<file path="config.mk">
export PLATFORM = sky130hd
export DESIGN_NAME = convolutor_stream_p
export DESIGN_NICKNAME = d
export VERILOG_FILES = /design/src/rtl/convolutor_stream_p.sv
export SDC_FILE = /design/constraint.sdc
export NUM_CORES = 1
export LEC_CHECK = 0
export BUFFER_PORTS_ARGS = -buffer_cell sky130_fd_sc_hd__clkbuf_2
export CORE_UTILIZATION = 40
export DETAILED_ROUTE_END_ITERATION = 10
export PLACE_DENSITY = 0.53
export SLEW_MARGIN = 10
export SYNTH_ARGS = -nofsm -noshare
export SYNTH_HDL_FRONTEND = slang
export SYNTH_SLANG_ARGS = --single-unit
</file>
<file path="constraint.sdc">
create_clock -name clk -period 8.4 [get_ports clk]
set_clock_uncertainty 0.1 [all_clocks]
set_input_delay 1.68 -clock clk [delete_from_list [all_inputs] [get_ports clk]]
set_output_delay 1.68 -clock clk [all_outputs]
set_load 0.005 [all_outputs]
</file>
<file path="src/rtl/convolutor_stream_p.sv">
// convolutor_stream_p: 1-D convolution Z = X*Y streamed from external X/Y memories into Z memory.
// Define CONVOLUTOR_SIGNED_EN for two's-complement operands and result (timing unchanged).
module convolutor_stream_p #(
  parameter int ADDR_WIDTH = 5,
  parameter int DATA_WIDTH = 8,
  parameter int ACC_WIDTH  = 2*DATA_WIDTH+ADDR_WIDTH
) (
  input  logic                  clk,
  input  logic                  rst_h,
  input  logic                  start,
  input  logic [ADDR_WIDTH-1:0] sizeX,
  input  logic [ADDR_WIDTH-1:0] sizeY,
  output logic [ADDR_WIDTH-1:0] memX_addr,
  input  logic [DATA_WIDTH-1:0] dataX,
  output logic [ADDR_WIDTH-1:0] memY_addr,
  input  logic [DATA_WIDTH-1:0] dataY,
  output logic [ADDR_WIDTH:0]   memZ_addr,
  output logic [ACC_WIDTH-1:0]  dataZ,
  output logic                  writeZ,
  output logic                  busy,
  output logic                  done
);
  localparam int AW = ADDR_WIDTH;
  localparam int PW = 2*DATA_WIDTH;
  typedef enum logic [2:0] {IDLE, SETUP, ISSUE, DRAIN, WRITE, DONE} state_t;
  state_t state_q, state_d;
  logic [AW-1:0] sx_q, sy_q, x_q, x_d, y_q, y_d;
  logic [AW:0] k_q, k_d, k_nxt, k_last, i_lo, i_hi, y_lo, zaddr_q, sx_w, sy_w;
  logic [PW-1:0] prod_q, prod_d;
  logic [ACC_WIDTH-1:0] acc_q, acc_d, dz_q, prod_ext;
  logic v1_q, dr_q, issue_last;
  assign sx_w = {1'b0, sx_q};
  assign sy_w = {1'b0, sy_q};
  assign k_last = sx_w + sy_w - (AW+1)'(2);
  // Diagonal about to be entered: 0 from SETUP, k+1 from WRITE
  assign k_nxt = (state_q == WRITE) ? k_q + (AW+1)'(1) : '0;
  assign i_lo = (k_nxt + (AW+1)'(1) > sy_w) ? k_nxt + (AW+1)'(1) - sy_w : '0;
  assign y_lo = k_nxt - i_lo;
  assign i_hi = (k_q < sx_w) ? k_q : sx_w - (AW+1)'(1);
  assign issue_last = ({1'b0, x_q} == i_hi);
`ifdef CONVOLUTOR_SIGNED_EN
  logic signed [PW-1:0] xs, ys;
  assign xs = PW'($signed(dataX));
  assign ys = PW'($signed(dataY));
  assign prod_d = v1_q ? PW'(xs * ys) : '0;
  assign prod_ext = ACC_WIDTH'($signed(prod_q));
`else
  assign prod_d = v1_q ? PW'(dataX) * PW'(dataY) : '0;
  assign prod_ext = ACC_WIDTH'(prod_q);
`endif
  always_comb begin
    state_d = state_q;
    k_d = (state_q == SETUP) ? '0 : k_q;
    x_d = x_q;
    y_d = y_q;
    case (state_q)
      IDLE:    state_d = start ? SETUP : IDLE;
      SETUP:   state_d = (sx_q == '0 || sy_q == '0) ? DONE : ISSUE;
      ISSUE:   state_d = issue_last ? DRAIN : ISSUE;
      DRAIN:   state_d = dr_q ? WRITE : DRAIN;
      WRITE:   state_d = (k_q == k_last) ? DONE : ISSUE;
      default: state_d = IDLE;
    endcase
    if (state_d == ISSUE && state_q != ISSUE) begin
      k_d = k_nxt;
      x_d = i_lo[AW-1:0];
      y_d = y_lo[AW-1:0];
    end else if (state_q == ISSUE && !issue_last) begin
      x_d = x_q + 1'b1;
      y_d = y_q - 1'b1;
    end
    acc_d = (state_q == SETUP || state_q == WRITE) ? '0 : acc_q + prod_ext;
  end
  always_ff @(posedge clk or posedge rst_h) begin
    if (rst_h) begin
      state_q <= IDLE;
      sx_q <= '0;
      sy_q <= '0;
      k_q <= '0;
      x_q <= '0;
      y_q <= '0;
      v1_q <= 1'b0;
      dr_q <= 1'b0;
      prod_q <= '0;
      acc_q <= '0;
      dz_q <= '0;
      zaddr_q <= '0;
    end else begin
      state_q <= state_d;
      if (state_q == IDLE && start) begin
        sx_q <= sizeX;
        sy_q <= sizeY;
      end
      k_q <= k_d;
      x_q <= x_d;
      y_q <= y_d;
      v1_q <= (state_q == ISSUE);
      dr_q <= (state_q == DRAIN) && !dr_q;
      prod_q <= prod_d;
      acc_q <= acc_d;
      if (state_q == WRITE) begin
        dz_q <= acc_q;
        zaddr_q <= k_q;
      end
    end
  end
  assign memX_addr = x_q;
  assign memY_addr = y_q;
  assign writeZ = (state_q == WRITE);
  assign busy = (state_q != IDLE) && (state_q != DONE);
  assign done = (state_q == DONE);
  assign dataZ = writeZ ? acc_q : dz_q;
  assign memZ_addr = writeZ ? k_q : zaddr_q;
endmodule
</file>
==> key figures, run 1 <==
Timing
  • Minimum clock period: 5.85 ns
  • Peak Freq: roughly 170 MHz
  • Max-slew violation count: 0
  • Setup violators final: 0
  • Final Cycle Share: a little over two thirds
  • Least-Margin Pin Slew: around 0.95 ns
  • WHS: around 0.37 ns
  • Setup TNS: 0 ns
  • Final hold vios: 0
  • RSZ-0062 raised after global routing: no
  • Worst slew margin: between 30% and 40%

Routing
  • ANT nets after route: 0
  • Post-route DRC: 0
  • Vias per cell: around 5.1
  • Final wirelength: between 15 and 20 mm
  • DR pass1 iterations: 5
  • Via Count: 6,069
  • Routed length per instance: around 15 um
  • Drt first-iter violations: between 200 and 300

Clock tree
  • Clock sinks: 95
  • Root Buffer: clkbuf_16
  • Clk Latency, worst-skew pair: around 0.35 ns
  • CTS clk-pin slew, worst paths: ~0.070 ns
  • CTS tree: yes
  • Number of post-CTS setup repair buffers: 0
  • Hold buffers post-CTS: 0
  • Htree depth: 3
  • # resized after CTS: 0
  • Total CTS buffers: 9
  • CTS max path bufs: 2

Min path
  • Worst hold path class: flop to flop

Yosys
  • Share of synthesized registers carrying an async set or reset: 100%
  • Library cells used by synthesis: 76
  • Ys Warns: 0
  • EDFF count, synth: 0
  • Top_reg_cell synth: dfrtp_1
  • Post-synthesis sequential area ratio: a little under a third
  • Cells after synthesis: between 800 and 900
  • Syn avg cell area: between 8 and 9 um^2
  • Synthesized area: just under 8000 um^2
  • Share of the synthesized area in the top cell type: 30.5%
  • Post-Syn Nets: 1,015
  • Synth area leaders: dfrtp_1 30%, ha_1 13%, fa_1 10%, nand2_1 7.2%, and2_1 5.2%
  • Flop and latch count out of synthesis: 95
  • Yosys top cell by area: dfrtp_1

GRT
  • First-pass GRT wire length: around 31 mm
  • Initial antenna violation count: 0
  • GRT Total Usage: just under 20%
  • Gr ovfl total: 0
  • Vias in the first global route: between 6k and 7k
  • Largest net degree at the start of global routing: 76

Die
  • Die Width: 142 um
  • Num rows: 50
  • IO Count: 69
  • Die Footprint: 20,100 um^2
  • Core area: ~19,000 um^2
  • Die Ht: between 100 and 150 um
  • Initial core utilization: 41.3%

Place
  • Final HPWL DP: 14.4 mm
  • # port buffers: around 70
  • RD Place Congestion: about 0.82

Power
  • Worst VDD drop: between 0.0001 and 0.00015 V
  • P per Cell Area: 184 nW/um^2
  • Static Leak: ~4.4 nW

Worst setup path
  • Worst setup SP type: input port
  • WS Path Type: input port to flop
  • Critical Path RT: around 8.5 ns
  • CP max FO: 8
  • Worst EP arrival: between 5 and 6 ns
  • CP endpoint kind: flop

Final layout
  • Layout Utilization: between 40% and 50%
  • Nets: around 1.1k
  • Area growth, synth to finish: 11.4%
  • Commonest non-fill, non-tap cell in the layout: nand2_1
  • ANT cells: 0
  • Share of cells above drive strength 1: around an eighth
  • Commonest non-fill, non-tap cells in the layout: 150 x nand2_1, 95 x dfrtp_1, 86 x inv_1

Job
  • Max Cap Viol: 0

Outcome
  • Status: completed
final cells by class:
class	instances	area, um^2
Fill cell	1925	10200
Clock inverter	5	63.8
Tap cell	260	325
Sequential cell	95	2380
Multi-Input combinational cell	663	4980
Inverter	87	329
Timing Repair Buffer	72	370
Clock buffer	10	239
registers in the layout, summed over array words and instances (netlist names), 3 cells and up:
register and count:
acc_q 21, dz_q 21, prod_q 16, k_q 6
zaddr_q 6, memX_addr 5, memY_addr 5, sx_q 5
sy_q 5, state_q 3
per-layer routing:
| metal | vias up | GRT usage (%) | part of all wire [%] |
|---|---|---|---|
| li1 | 3042 | - | - |
| met1 | 2931 | 25.1 | 46 |
| met2 | 84 | 35.8 | 50 |
| met3 | 12 | 2.09 | 2.7 |
| met4 | 0 | 5.94 | 1.1 |
| met5 | - | 0 | 0 |
worst max-delay path, stage by stage:
cell	delay, ns
clkbuf_2	0.13
and2_1	0.19
fa_1	0.45
fa_1	0.54
inv_1	0.05
fa_1	0.46
fa_1	0.54
inv_1	0.04
ha_1	0.32
a21oi_1	0.22
o21ai_0	0.16
a31o_2	0.29
a2111oi_0	0.54
o21ai_0	0.18
and3b_1	0.19
synthesized netlist by cell type (7+ instances only):
cell and count:
a21o_1 13, a21oi_1 34, and2_1 65, and3_1 15, clkbuf_1 9, dfrtp_1 95, fa_1 40, ha_1 79
inv_1 87, nand2_1 150, nand3_1 22, nor2_1 35, nor3_1 14, o21ai_0 41, or2_2 7, xnor2_1 27
xor2_1 17
kinds of logic (layout without fill, tap and decap cells):
group / count (synthesis) / after routing / synth area share [%]
simple gates: 344 / 344 / 22.1
fa+ha+maj: 119 / 119 / 22.9
flops: 95 / 95 / 30.5
xor+xnor: 45 / 45 / 5.25
buf+inv: 109 / 174 / 5.68
compound gates: 151 / 151 / 13.0
mux: 4 / 4 / 0.546
where the power goes:
group | leakage, nW | internal, mW | switching [mW]
Combinational | 3.08 | 0.253 | 0.333
Clock | 0.146 | 0.241 | 0.189
Sequential | 1.17 | 0.536 | 0.0427
worst paths after layout:
path | from | end | slack, ns | cells after the start
max | dataX[1] | prod_q[15]$_DFF_PP0_ | 2.55 | 15
min | dz_q[13]$_DFF_PP0_ | dz_q[13]$_DFF_PP0_ | 0.37 | 2
max reg2reg | state_q[1]$_DFF_PP0_ | memY_addr[4]$_DFFE_PP0P_ | 3.48 | 21
min reg2reg | dz_q[13]$_DFF_PP0_ | dz_q[13]$_DFF_PP0_ | 0.37 | 2
max in group asynchronous | rst_h | prod_q[6]$_DFF_PP0_ | 5.80 | 3
min in group asynchronous | rst_h | zaddr_q[4]$_DFF_PP0_ | 1.16 | 2
per-stage QoR:
step | cell area (um^2) | setup WS [ns] | cells | power, mW
final | 8680 | 2.55 | 1192 | 1.59
after CTS | 8680 | 2.58 | 1192 | 1.62
after detailed placement | 8380 | 2.20 | 1177 | 1.18
after floorplan | 7800 | 2.69 | 867 | 1.01
after global routing | 8680 | 2.17 | 1192 | 1.73
after global placement | 8380 | 2.33 | 1177 | 1.18
No activity file was read; power rests on OpenSTA's default activity.
==> run 2, diff against run 1 <==
==> constraint.sdc (replaced) <==
create_clock -name clk -period 6 [get_ports clk]
set_clock_uncertainty 0.1 [all_clocks]
set_input_delay 1.2 -clock clk [delete_from_list [all_inputs] [get_ports clk]]
set_output_delay 1.2 -clock clk [all_outputs]
set_load 0.005 [all_outputs]
==> run 2 against run 1 <==
  * Critical path depth did not move
  * Die area did not move
  * Sequential share of layout area fell by 0.11 points
  * Core utilization rose by 0.19 points
  * Sequential power rose by 40%
  * Final cell count rose by 0.17%
  * Setup slack got worse by 1.9 ns
  * Combinational power rose by 40%
  * Non-clock buffer count rose by 1
  * Worst hold slack barely moved
  * Global-route usage barely moved
  * Critical path type unchanged
  * Largest cell class unchanged
  * Largest power group unchanged
==> key figures, run 2 (synthesis results as in run 1) <==
Worst setup path
  • Critical Path RT: 6.14 ns (-2.40 ns)
  • CP max FO: 8 (unchanged)
  • WP depth: 15 (unchanged)
  • CP bufs+invs: 3 (unchanged)
  • WS Path Type: input port to flop
  • Worst Reg-to-Reg Cells: 23 (+9.5%)
  • Cell with the most instances on the worst path: fa_1
  • Slowest cell on crit path: fa_1
  • CP endpoint kind: flop
  • CP cell instances: clkbuf_2 -> and2_1 -> fa_1 -> fa_1 -> inv_1 -> fa_1 -> fa_1 -> inv_1 -> ha_1 -> a21oi_1 -> o21ai_0 -> a31o_2 -> a2111oi_0 -> o21ai_0 -> and3b_1
  • Crit path max-delay family: adder cells
  • Critical path's largest stage delay: 0.54 ns (about the same)
  • Worst EP arrival: 5.46 ns (-0.53 ns)
  • Worst setup SP type: input port

Clock tree
  • Root Buffer: clkbuf_16
  • CTS tree: yes
  • Hold buffers post-CTS: 0 (unchanged)
  • CTS clk-pin slew, worst paths: 0.07 ns (about the same)
  • # resized after CTS: 0 (unchanged)
  • CTS max path bufs: 2 (unchanged)
  • Clk Latency, worst-skew pair: 0.36 ns (about the same)
  • Number of post-CTS setup repair buffers: 0 (unchanged)
  • Total CTS buffers: 9 (unchanged)
  • Htree depth: 3 (unchanged)
  • Clock sinks: 95 (unchanged)

GRT
  • GRT Total Usage: 19.9% (about the same)
  • Gr ovfl total: 0 (unchanged)
  • First-pass GRT wire length: 31.2 mm (about the same)
  • Initial antenna violation count: 0 (unchanged)
  • Vias in the first global route: 6,273 (+0.40%)
  • Largest net degree at the start of global routing: 55 (-28%)

Timing
  • Max-slew violation count: 0 (unchanged)
  • Peak Freq: 188 MHz
  • Final Cycle Share: about nine tenths
  • Least-Margin Pin Slew: 1.13 ns (+0.180 ns)
  • RSZ-0062 raised after global routing: no
  • Final hold vios: 0 (unchanged)
  • Worst slew margin: 24.7% (-12 points)
  • Setup TNS: 0 ns (unchanged)
  • WHS: 0.372 ns (-0.000123 ns)
  • Setup violators final: 0 (unchanged)
  • Minimum clock period: approximately 5.3 ns

Die
  • Initial core utilization: 41.3% (unchanged)
  • Die Width: 142 um (unchanged)
  • Die Ht: 142 um (unchanged)
  • Die Footprint: 20,100 um^2 (unchanged)
  • Core area: 18,900 um^2 (unchanged)
  • IO Count: 69 (unchanged)
  • Num rows: 50 (unchanged)

Place
  • RD Place Congestion: 0.857 (+4.5%)
  • Placed cells: 1,178 (+0.085%)
  • # port buffers: 68 (unchanged)
  • Final HPWL DP: 14.1 mm (-1.6%)

Power
  • P per Cell Area: 261 nW/um^2 (+42%)
  • Worst VDD drop: 0.000138 V (+23%)
  • Static Leak: 4.42 nW (+0.49%)
  • Design Power: 2.28 mW (+43%)

Final layout
  • Area growth, synth to finish: 11.9%
  • Layout Utilization: 46.2% (+0.19 points)
  • Nets: 1,077 (+0.093%)
  • Commonest non-fill, non-tap cells in the layout: 150 x nand2_1, 95 x dfrtp_1, 86 x inv_1
  • Fill count: 1,918 (-0.36%)
  • Share of cells above drive strength 1: 12.8% (+0.080 points)
  • Commonest non-fill, non-tap cell in the layout: nand2_1
  • ANT cells: 0 (unchanged)
  • Largest registers: acc_q (21), dz_q (21), prod_q (16)
  • Fin cells: 1,194 (+0.17%)

Routing
  • Post-route DRC: 0 (unchanged)
  • Final wirelength: 18.0 mm (-1.7%)
  • DR pass1 iterations: 4 (-1)
  • Drt first-iter violations: 255 (-11%)
  • Via Count: 6,039 (-0.49%)
  • Vias per cell: 5.06 (-0.66%)
  • ANT nets after route: 0 (unchanged)
  • Routed length per instance: 15.1 um (-1.9%)

Outcome
  • Status: completed

Min path
  • Worst hold path depth: 2 (unchanged)
  • Worst hold path class: flop to flop

Job
  • Max Cap Viol: 0 (unchanged)
==> run 2: cell types whose count changed in the layout (fill, tap and decap cells not counted), sizes merged <==
cell      delta
clkinv       +1
bufinv       +1
clkbuf       +1
clkinvlp     -1
inv          -1
buf          +1
==> run 2: metrics by stage <==
stage          cell area, um^2  setup slack, ns
6_report                  8720            0.682
5_1_grt                   8720            0.375
4_1_cts                   8720            0.687
3_5_place_dp              8390            0.305
3_3_place_gp              8390            0.402
2_1_floorplan             7800            0.770
==> run 2: worst register-to-register path, delay by kind of cell, from the launching register on <==
| family | cells | cell delay, ns |
|---|---|---|
| simple gates | 7 | 1.33 |
| compound gates | 7 | 1.18 |
| fa+ha+maj | 4 | 1.12 |
| flops | 1 | 0.56 |
| buf+inv | 3 | 0.48 |
| xor+xnor | 2 | 0.32 |
==> run 2: worst paths after layout <==
check / from / end / slack [ns]
min reg2reg: dz_q[13]$_DFF_PP0_ / dz_q[13]$_DFF_PP0_ / 0.37
max reg2reg: state_q[1]$_DFF_PP0_ / memY_addr[4]$_DFFE_PP0P_ / 0.85
min in group asynchronous: rst_h / zaddr_q[1]$_DFF_PP0_ / 0.85
max in group asynchronous: rst_h / k_q[3]$_DFFE_PP0P_ / 3.94
min: dz_q[13]$_DFF_PP0_ / dz_q[13]$_DFF_PP0_ / 0.37
max: dataX[1] / prod_q[15]$_DFF_PP0_ / 0.68
==> run 2: report_power, final <==
group          internal, mW  switching [mW]
Combinational         0.359           0.461
Clock                 0.382           0.261
Sequential            0.750          0.0619
==> run 2: layer usage <==
layer  up-vias  part of all wire [%]  track usage [%]  wire length, um
met1      2872                    46             25.7             8300
met5         -                     0                0                0
met2       101                    50             34.6             8980
met3        19                   2.3             2.09              407
li1       3047                     -                -                -
met4         0                   1.7             6.90              314
==> run 2: final cells by class <==
class,count,area (um^2),share of cell area (%)
Clock buffer,11,243,2.78
Clock inverter,5,88.8,1.02
Inverter,87,329,3.77
Multi-Input combinational cell,663,4980,57.1
Sequential cell,95,2380,27.3
Tap cell,260,325,3.73
Timing Repair Buffer,73,378,4.33
==> run 3, diff against run 2 <==
--- a/config.mk
+++ b/config.mk
@@ -5,6 +5,7 @@
 export SDC_FILE = /design/constraint.sdc
 export NUM_CORES = 1
 export LEC_CHECK = 0
+export ABC_AREA = 1
 export BUFFER_PORTS_ARGS = -buffer_cell sky130_fd_sc_hd__clkbuf_2
 export CORE_UTILIZATION = 40
 export DETAILED_ROUTE_END_ITERATION = 10
==> run 3 against run 2 <==
  * Die area decreased by 0.18%
  * Largest cell class unchanged
  * Global-route usage decreased by 0.93 points
  * Combinational power decreased by 5.7%
  * Register-to-register slack improved by 0.54 ns
  * Power decreased by 4.1%
  * Critical path type unchanged
  * Critical path depth increased by 3
  * Worst hold slack got worse by 0.0033 ns
  * Final cell count increased by 10%
  * Fmax increased by 5.2%
==> key figures, run 3 <==
Place
  • Final HPWL DP: 13.8 mm (-2.2%)
  • Placed instance area: 8340 um^2 (-0.58%)
  • Placed cells: 1,297 (+10%)
  • # port buffers: 68 (unchanged)
  • RD Place Congestion: 0.844 (-1.5%)

Clock tree
  • Root Buffer: clkbuf_16
  • CTS clk-pin slew, worst paths: 0.08 ns (about the same)
  • Total CTS buffers: 9 (unchanged)
  • Clk Latency, worst-skew pair: 0.36 ns (about the same)
  • Hold buffers post-CTS: 0 (unchanged)
  • Clock sinks: 95 (unchanged)
  • CTS tree: yes
  • Number of post-CTS setup repair buffers: 0 (unchanged)
  • CTS max path bufs: 2 (unchanged)
  • Htree depth: 3 (unchanged)
  • # resized after CTS: 0 (unchanged)

Die
  • Die Width: 141 um (about the same)
  • Die Footprint: 20,000 um^2 (-0.18%)
  • Num rows: 50 (unchanged)
  • Initial core utilization: 41.2% (-0.073 points)
  • Die Ht: 141 um (about the same)
  • IO Count: 69 (unchanged)
  • Core area: 18,900 um^2 (unchanged)

Final layout
  • Commonest non-fill, non-tap cell in the layout: nand2_1
  • Area growth, synth to finish: 11.0%
  • Fin cells: 1,313 (+10%)
  • Design area: 8640 um^2 (-0.95%)
  • Largest registers: acc_q (21), dz_q (21), prod_q (16)
  • ANT cells: 0 (unchanged)
  • Commonest non-fill, non-tap cells in the layout: 255 x nand2_1, 185 x inv_1, 95 x dfrtp_1
  • Nets: 1,196 (+11%)
  • Fill count: 1,978 (+3.1%)
  • Share of cells above drive strength 1: 11.1% (-1.7 points)

Worst setup path
  • Critical Path RT: 6.20 ns (+0.06 ns)
  • WS Path Type: input port to flop
  • Crit path max-delay family: adder cells
  • CP bufs+invs: 5 (+2)
  • CP endpoint kind: flop
  • CP cell instances: clkbuf_2 -> nand2_1 -> fa_1 -> fa_1 -> inv_1 -> fa_1 -> inv_1 -> fa_1 -> inv_1 -> ha_1 -> inv_1 -> nor3_1 -> a21oi_1 -> o21ai_0 -> a21oi_1 -> o21bai_1 -> o21ai_0 -> a21oi_1
  • Worst EP arrival: 5.25 ns (-0.21 ns)
  • CP max FO: 8 (unchanged)
  • Critical path's largest stage delay: 0.54 ns (about the same)
  • Slowest cell on crit path: fa_1
  • Worst setup SP type: input port

GRT
  • GRT Total Usage: 19.0% (-0.93 points)
  • Vias in the first global route: 6,345 (+1.1%)
  • Initial antenna violation count: 0 (unchanged)
  • Gr ovfl total: 0 (unchanged)
  • Largest net degree at the start of global routing: 57 (+3.6%)
  • First-pass GRT wire length: 30.1 mm (-3.4%)

Yosys
  • EDFF count, synth: 0 (unchanged)
  • Top_reg_cell synth: dfrtp_1
  • Post-synthesis sequential area ratio: 30.5% (+0.054 points)
  • Most frequent cells after synthesis: 255 x nand2_1, 186 x inv_1, 95 x dfrtp_1
  • Synth area leaders: dfrtp_1 31%, ha_1 13%, nand2_1 12%, fa_1 10%, inv_1 9.0%
  • Synthesized area: 7780 um^2 (-0.18%)
  • Share of the synthesized area in the top cell type: 30.5% (+0.054 points)
  • Cells after synthesis: 996 (+15%)
  • Flop and latch count out of synthesis: 95 (unchanged)
  • Library cells used by synthesis: 49 (-36%)
  • Post-Syn Nets: 1,144 (+13%)
  • Syn avg cell area: 7.81 um^2 (-13%)
  • Share of synthesized registers carrying an async set or reset: 100% (unchanged)
  • Ys Warns: 0 (unchanged)
  • Yosys top cell by area: dfrtp_1
  • Most numerous cell in the Yosys netlist: nand2_1

Routing
  • Routed length per instance: 13.2 um (-13%)
  • Via Count: 6,176 (+2.3%)
  • ANT nets after route: 0 (unchanged)
  • Final wirelength: 17.3 mm (-3.8%)
  • Vias per cell: 4.70 (-7.0%)
  • DR pass1 iterations: 4 (unchanged)
  • Drt first-iter violations: 205 (-20%)
  • Post-route DRC: 0 (unchanged)

Timing
  • Setup violators final: 0 (unchanged)
  • Worst slew margin: 50.9% (+26 points)
  • Peak Freq: 198 MHz (+5.2%)
  • WHS: 0.368 ns (-0.00334 ns)
  • Final hold vios: 0 (unchanged)
  • Final Cycle Share: 84.2% (-4.4 points)
  • Setup TNS: 0 ns (unchanged)
  • Least-Margin Pin Slew: 0.734 ns (-0.395 ns)
  • RSZ-0062 raised after global routing: no
  • Minimum clock period: 5.05 ns (-0.263 ns)
  • Max-slew violation count: 0 (unchanged)

Outcome
  • Status: completed

Power
  • P per Cell Area: 253 nW/um^2 (-3.2%)
  • Static Leak: 4.80 nW (+8.6%)
  • Worst VDD drop: 0.000133 V (-3.5%)

Min path
  • Worst hold path class: flop to flop

Job
  • Max Cap Viol: 0 (unchanged)
==> run 3: cell count changes in the layout (fill, tap and decap cells not counted), sizes merged, moves of 12 or more <==
cell,change
nand3,+22
nand2,+109
and2,-65
nor2,+29
and3,-15
xnor2,-15
a21o,-12
a21oi,+25
inv,+104
==> run 3: routing by layer <==
layer | GRT usage [%] | share of wire, % | wire (um)
met5 | 0 | 0 | 0
met4 | 7.36 | 2.1 | 357
met3 | 1.69 | 2.0 | 354
met2 | 35.8 | 52 | 8960
met1 | 22.1 | 44 | 7650
==> run 3: cell families (layout without fill, tap and decap cells) <==
group,Yosys count,count (layout),share of synthesized area (%)
mux,1,1,0.145
xor+xnor,39,39,4.39
compound gates,128,128,9.52
buf+inv,220,277,10.9
flops,95,95,30.5
simple gates,394,394,21.5
fa+ha+maj,119,119,23.0
==> run 3: through the flow <==
step | setup WS [ns] | power [mW] | util (%)
floorplan | 0.785 | 1.40 | -
global placement | 0.606 | 1.62 | 44.1
detailed placement | 0.568 | 1.62 | 44.1
CTS | 0.945 | 2.21 | 45.7
global route | 0.640 | 2.37 | 45.7
finish | 0.945 | 2.18 | 45.7
==> run 3: area by class of cell <==
type                            instances  area, um^2  area share, %
Multi-Input combinational cell        681        4560           52.8
Sequential cell                        95        2380           27.5
Inverter                              190         716           8.29
Timing Repair Buffer                   71         363           4.20
Tap cell                              260         325           3.77
Clock buffer                            9         225           2.61
Clock inverter                          7        72.6          0.840
==> run 3: path summary, 6_finish.rpt <==
check,from,endpoint,slack (ns),cells after the start
setup / recovery,dataX[0],prod_q[15]$_DFF_PP0_,0.95,18
hold / removal,acc_q[20]$_DFF_PP0_,acc_q[20]$_DFF_PP0_,0.37,1
setup reg to reg,state_q[2]$_DFF_PP0_,memY_addr[4]$_DFFE_PP0P_,1.39,27
hold reg to reg,acc_q[20]$_DFF_PP0_,acc_q[20]$_DFF_PP0_,0.37,1
max in group asynchronous,rst_h,k_q[0]$_DFFE_PP0P_,3.97,3
min in group asynchronous,rst_h,dz_q[3]$_DFF_PP0_,0.85,2
==> run 3: power by group <==
group	total (mW)	leakage (nW)	switching, mW	internal (mW)
Clock	0.585	0.148	0.291	0.295
Combinational	0.774	3.48	0.472	0.302
Sequential	0.824	1.16	0.0694	0.754
Total	2.18	4.80	0.832	1.35
